**src/rtl/cpu_types_pkg.sv**
```systemverilog
// cpu_types_pkg: shared datapath types, including branch predictor state and BTB entry layout
package cpu_types_pkg;
  localparam int BTB_WORD_W = 32;
  localparam int BTB_ENTRIES = 16;
  localparam int BTB_IDX_W = $clog2(BTB_ENTRIES);
  localparam int BTB_TAG_W = BTB_WORD_W - BTB_IDX_W - 2;
  typedef enum logic [1:0] {SNT = 2'b00, WNT = 2'b01, WT = 2'b10, ST = 2'b11} bp_ctr_t;
  typedef struct packed {
    logic valid;
    logic [BTB_TAG_W-1:0] tag;
    logic [BTB_WORD_W-1:0] target;
    bp_ctr_t ctr;
  } btb_entry_t;
endpackage

```
**src/rtl/sat_counter2.sv**
```systemverilog
// sat_counter2: next state of a 2-bit saturating up/down direction counter
module sat_counter2
  import cpu_types_pkg::*;
(
  input  bp_ctr_t cur,
  input  logic    up,
  output bp_ctr_t nxt
);
  always_comb nxt = up ? (cur == ST ? ST : bp_ctr_t'(cur + 2'd1))
                       : (cur == SNT ? SNT : bp_ctr_t'(cur - 2'd1));
endmodule

```
**src/rtl/branch_target_buffer.sv**
```systemverilog
// branch_target_buffer: direct-mapped BTB with 2-bit direction counters and saturating statistics
module branch_target_buffer
  import cpu_types_pkg::*;
#(
  parameter int ENTRIES = 16,
  parameter int WORD_W = 32,
  parameter int CNT_W = 32
) (
  input  logic              CLK,
  input  logic              nRST,
  input  logic              f_en,
  input  logic [WORD_W-1:0] f_pc,
  output logic              f_hit,
  output logic              f_taken,
  output logic [WORD_W-1:0] f_target,
  output logic [WORD_W-1:0] f_next_pc,
  input  logic              u_valid,
  input  logic              u_uncond,
  input  logic [WORD_W-1:0] u_pc,
  input  logic              u_taken,
  input  logic [WORD_W-1:0] u_target,
  input  logic              u_pred_taken,
  input  logic [WORD_W-1:0] u_pred_target,
  output logic              mispredict,
  output logic [WORD_W-1:0] redirect_pc,
  input  logic              clear,
  output logic [CNT_W-1:0]  hit_cnt,
  output logic [CNT_W-1:0]  mispred_cnt
);
  localparam int IDX_W = $clog2(ENTRIES);
  localparam int TAG_W = WORD_W - IDX_W - 2;
  typedef struct packed {
    logic valid;
    logic [TAG_W-1:0] tag;
    logic [WORD_W-1:0] target;
    bp_ctr_t ctr;
  } entry_t;
  entry_t mem [ENTRIES];
  entry_t fe, ue;
  logic [IDX_W-1:0] f_idx, u_idx;
  logic u_hit;
  bp_ctr_t ctr_nxt;
  always_comb begin
    f_idx = f_pc[IDX_W+1:2];
    u_idx = u_pc[IDX_W+1:2];
    fe = mem[f_idx];
    ue = mem[u_idx];
    f_hit = fe.valid && fe.tag == f_pc[WORD_W-1:IDX_W+2];
    f_taken = f_hit && fe.ctr[1];
    f_target = f_hit ? fe.target : '0;
    f_next_pc = f_taken ? f_target : f_pc + WORD_W'(4);
    u_hit = ue.valid && ue.tag == u_pc[WORD_W-1:IDX_W+2];
    mispredict = u_valid && ((u_taken != u_pred_taken) || (u_taken && u_target != u_pred_target));
    redirect_pc = u_taken ? u_target : u_pc + WORD_W'(4);
  end
  sat_counter2 u_ctr (.cur(ue.ctr), .up(u_taken), .nxt(ctr_nxt));
  always_ff @(posedge CLK, negedge nRST) begin
    if (!nRST) begin
      for (int i = 0; i < ENTRIES; i++) mem[i] <= '{valid: 1'b0, tag: '0, target: '0, ctr: WNT};
    end else if (clear) begin
      for (int i = 0; i < ENTRIES; i++) mem[i].valid <= 1'b0;
    end else if (u_valid) begin
      if (u_hit) begin
        mem[u_idx].ctr <= u_uncond ? ST : ctr_nxt;
        if (u_uncond || u_taken) mem[u_idx].target <= u_target;
      end else if (u_taken) begin
        mem[u_idx] <= '{valid: 1'b1, tag: u_pc[WORD_W-1:IDX_W+2], target: u_target, ctr: u_uncond ? ST : WT};
      end
    end
  end
  always_ff @(posedge CLK, negedge nRST) begin
    if (!nRST) begin
      hit_cnt <= '0;
      mispred_cnt <= '0;
    end else begin
      if (f_en && f_hit && !(&hit_cnt)) hit_cnt <= hit_cnt + CNT_W'(1);
      if (mispredict && !(&mispred_cnt)) mispred_cnt <= mispred_cnt + CNT_W'(1);
    end
  end
endmodule

```
**config.mk**
```make
export PLATFORM = sky130hd
export DESIGN_NAME = branch_target_buffer
export DESIGN_NICKNAME = d
export VERILOG_FILES = /design/src/rtl/cpu_types_pkg.sv /design/src/rtl/sat_counter2.sv /design/src/rtl/branch_target_buffer.sv
export SDC_FILE = /design/constraint.sdc
export NUM_CORES = 2
export LEC_CHECK = 0
export CORE_MARGIN = 1
export CORE_UTILIZATION = 50
export CTS_CLUSTER_SIZE = 40
export DETAILED_ROUTE_END_ITERATION = 6
export DONT_BUFFER_PORTS = 1
export GPL_TIMING_DRIVEN = 0
export PLACE_DENSITY = 0.73
export SYNTH_ARGS = -nofsm -noshare
export SYNTH_HDL_FRONTEND = slang
export SYNTH_SLANG_ARGS = --single-unit
```
**constraint.sdc**
```tcl
create_clock -name CLK -period 4.2 [get_ports CLK]
set_clock_uncertainty 0.05 [all_clocks]
set_input_delay 0.42 -clock CLK [delete_from_list [all_inputs] [get_ports CLK]]
set_output_delay 0.42 -clock CLK [all_outputs]
set_load 0.01 [all_outputs]
```
==> out/qor.yml <==
ys_types: 77
syn-num-nets: 4076
dieWidth_um: 334
first_pass_iters: 5
holdWs_ps: 83.4
seqPwrFrac_pct: 44.8
track_usage_pct: 36.0
power.leakage_nw: 28.8
portBuffers: 0
crit_path_max_fanout: 10
critPathArrivalTime_ps: 3980
wire_per_inst_um: 35.6
status: "finished with violations"
area_growth_pct: 14.5
start_kind: "input port"
p_comb_share_pct: 17.7
netlist_area_sq_um: 55300
synth_edf_count: 0
maxSlewViolCount: 0
intPower_mw: 19.7
root_buffer: "clkbuf_16"
tns_ps: -3070
max_stage_delay_ps: 330
grt_pass1_wl_um: 283000
max_freq_ghz: 0.225
final.min_clock_period_ps: 4450
fin_area_sq_um: 63300
ys.flop_type: "dfrtp_1"
drt-total-wl_um: 202000
tightest_slew_ps: 1320
violations: "negative setup slack"
pwr-share-clk_pct: 37.6
hpwl_um: 141000
numCtsBuffers: 112
grt_max_degree: 1041
ys_seq_area_share_pct: 47.1
grt.overflow.total: 0
clk_pin_slew_ps: 60
switching_share_pct: 28.1
cts_buffer_depth: 3
drcViolationCount: 0
crit_chain: "buf_4 -> buf_8 -> buf_6 -> buf_8 -> mux2i_1 -> mux2i_2 -> xnor2_1 -> o211ai_1 -> nor4_2 -> nand4b_1 -> or2_4 -> clkbuf_16 -> buf_4 -> mux2_2"
layout.nets: 4259
synthArstFlopShare_pct: 100
grt_antenna_before_repair: 8
setup-violations-final: 30
coreArea_sq_um: 109000
fin_ws_ps: -251
avgViaCountPerCell: 6.72
vias: 38200
std_cell_rows: 121
cap_violations: 0
rsz0062_at_grt: "true"
drtIter0Drc: 4579
min_path_type: "input port to flop"
routabilityCongestion: 1.07
start_util_pct: 50.6
yosysWarningCount: 0
cp_slowest_cell: "mux2i_1"
fp.dieH_um: 334
slew-limit-headroom_pct: 11.1
grt_pass1_vias: 37900
vdd_drop_max_mv: 0.348
critPathRequiredTime_ps: 3730
htreeDepth: 3
insertion_delay_ps: 740
power.switching_mw: 7.68
crit_type: "input port to output port"
finalHoldViolCount: 0
synth-seq-cells: 1040
cp-end-kind: "output port"
top_level_ports: 299
synth.avg_cell_area_sq_um: 14.1
postPlaceCellArea_sq_um: 57200
cts.sinks: 1040
period_share_pct: 106
synth_cells: 3933
drive_above_1_share_pct: 40.9
ant_nets: 0
p_per_area_nw_per_um2: 432
nFillCells: 8449
cts_tree: "yes"
die-area_sq_um: 112000
[flip-flops by register name (all words and copies together) (netlist names)]
signal	flops
mem	976
mispred_cnt	32
hit_cnt	32
[cell usage in the layout (no fill, tap or decap), types with 14 or more instances in the layout]
cell type,instances
o22ai_1,30
clkbuf_16,116
buf_2,42
a31oi_1,23
clkbuf_4,21
clkbuf_2,23
a21oi_1,72
nor3_1,39
xor2_1,94
mux2_1,212
mux2_4,74
dfstp_2,16
o21ai_1,14
buf_8,23
o21ai_0,20
clkbuf_1,195
mux2_2,672
mux4_2,346
clkbuf_8,30
buf_6,46
and3_1,45
and2_1,24
nand2_1,104
mux2i_4,16
nor2_1,57
nand3_4,15
buf_12,15
o21ai_2,16
buf_4,90
dfrtp_1,1024
mux2i_1,152
inv_1,26
nand3_1,58
clkinv_2,17
nand4_1,31
a22oi_1,31
xnor2_1,90
mux2i_2,16
nor2b_1,27
[layer usage]
| layer | wire length [um] | share of wire, % | GRT usage (%) | vias up |
|---|---|---|---|---|
| met5 | 36 | 0.018 | 0 | - |
| met4 | 12800 | 6.3 | 20.5 | 6 |
| met3 | 26600 | 13 | 13.8 | 572 |
| met2 | 87100 | 43 | 51.3 | 2410 |
| met1 | 75800 | 37 | 46.8 | 20100 |
| li1 | - | - | - | 15100 |
[per-stage QoR]
stage          worst slack, ps  power [mW]  utilization, %  instances
6_report                  -251        27.3            58.0       5687
5_1_grt                   -266        28.1            58.0       5684
4_1_cts                   -164        26.9            57.3       5661
3_5_place_dp             -3250        16.6            52.4       5411
3_3_place_gp             -4240        16.4            52.3       5409
2_1_floorplan             20.1        15.1               -       3933
[cell usage after synthesis (10+ instances only)]
cell	count	area [sq um]
a21oi_1	83	415
a22o_1	10	87.6
a22oi_1	31	233
a31oi_1	24	150
and2_1	24	150
and3_1	58	363
buf_1	18	67.6
buf_2	83	415
buf_4	20	150
buf_6	28	315
clkbuf_1	227	852
dfrtp_1	1024	25600
dfstp_2	16	420
inv_1	27	101
mux2_1	212	2390
mux2_2	677	7620
mux2_4	69	1040
mux2i_1	184	1840
mux4_2	346	7790
nand2_1	107	402
nand3_1	59	295
nand3_4	13	228
nand4_1	31	194
nor2_1	62	233
nor2b_1	28	175
nor3_1	47	235
nor4_1	19	119
o21ai_0	34	170
o21ai_2	10	87.6
o22ai_1	30	188
xnor2_1	102	893
xor2_1	100	876
[path summary, 6_finish.rpt]
kind | from | endpoint | slack [ps] | cells after the start
min reg2reg | mem[887]$_DFFE_PN0P_ | mem[887]$_DFFE_PN0P_ | 440 | 1
min | u_uncond | mem[915]$_DFFE_PN1P_ | 80 | 2
min in group asynchronous | nRST | mem[533]$_DFFE_PN0P_ | 390 | 2
max reg2reg | mem[36]$_DFFE_PN0P_ | mem[546]$_DFFE_PN0P_ | 30 | 11
max | f_pc[2] | f_next_pc[20] | -250 | 14
max in group asynchronous | nRST | mispred_cnt[20]$_DFFE_PN0P_ | 1270 | 4
[kinds of logic after synthesis]
logic type	count (synthesis)	share of synthesized area (%)
mux	1488	37.4
buf+inv	414	3.70
flops	1040	47.1
compound gates	281	3.30
fa+ha+maj	9	0.195
simple gates	499	5.07
xor+xnor	202	3.20
[power groups by stage]
stage	Combinational (mW)	Sequential [mW]	Clock (mW)
final	4.84	12.2	10.3
after global routing	5.03	12.4	10.7
after CTS	4.43	12.2	10.3
after detailed placement	4.22	12.4	0
after global placement	4.13	12.3	0
after floorplan	3.09	12.0	0
[worst max-delay path: cells and delay by family]
family,cells,cell delay (ps)
compound gates,1,140
mux,3,840
simple gates,3,870
xor+xnor,1,220
buf+inv,6,1450
[area by class of cell]
class,count,area [sq um],area share [%]
Buffer,381,2590,4.09
Clock inverter,43,569,0.899
Antenna cell,3,7.51,0.0119
Sequential cell,1040,26000,41.1
Tap cell,1476,1850,2.92
Inverter,29,115,0.182
Multi-Input combinational cell,2479,28100,44.4
Timing Repair Buffer,73,792,1.25
Clock buffer,163,3220,5.08
[what timing repair did]
action,4_1_cts,5_1_grt
endpoints found under the setup margin,1102,757
setup buffers,41,18
endpoints found under the hold margin,1057,625
gates cloned,2,1
pin swaps,19,25
gates resized for setup,354,116
hold buffers,3,2
(Power assumes the default switching activity.)
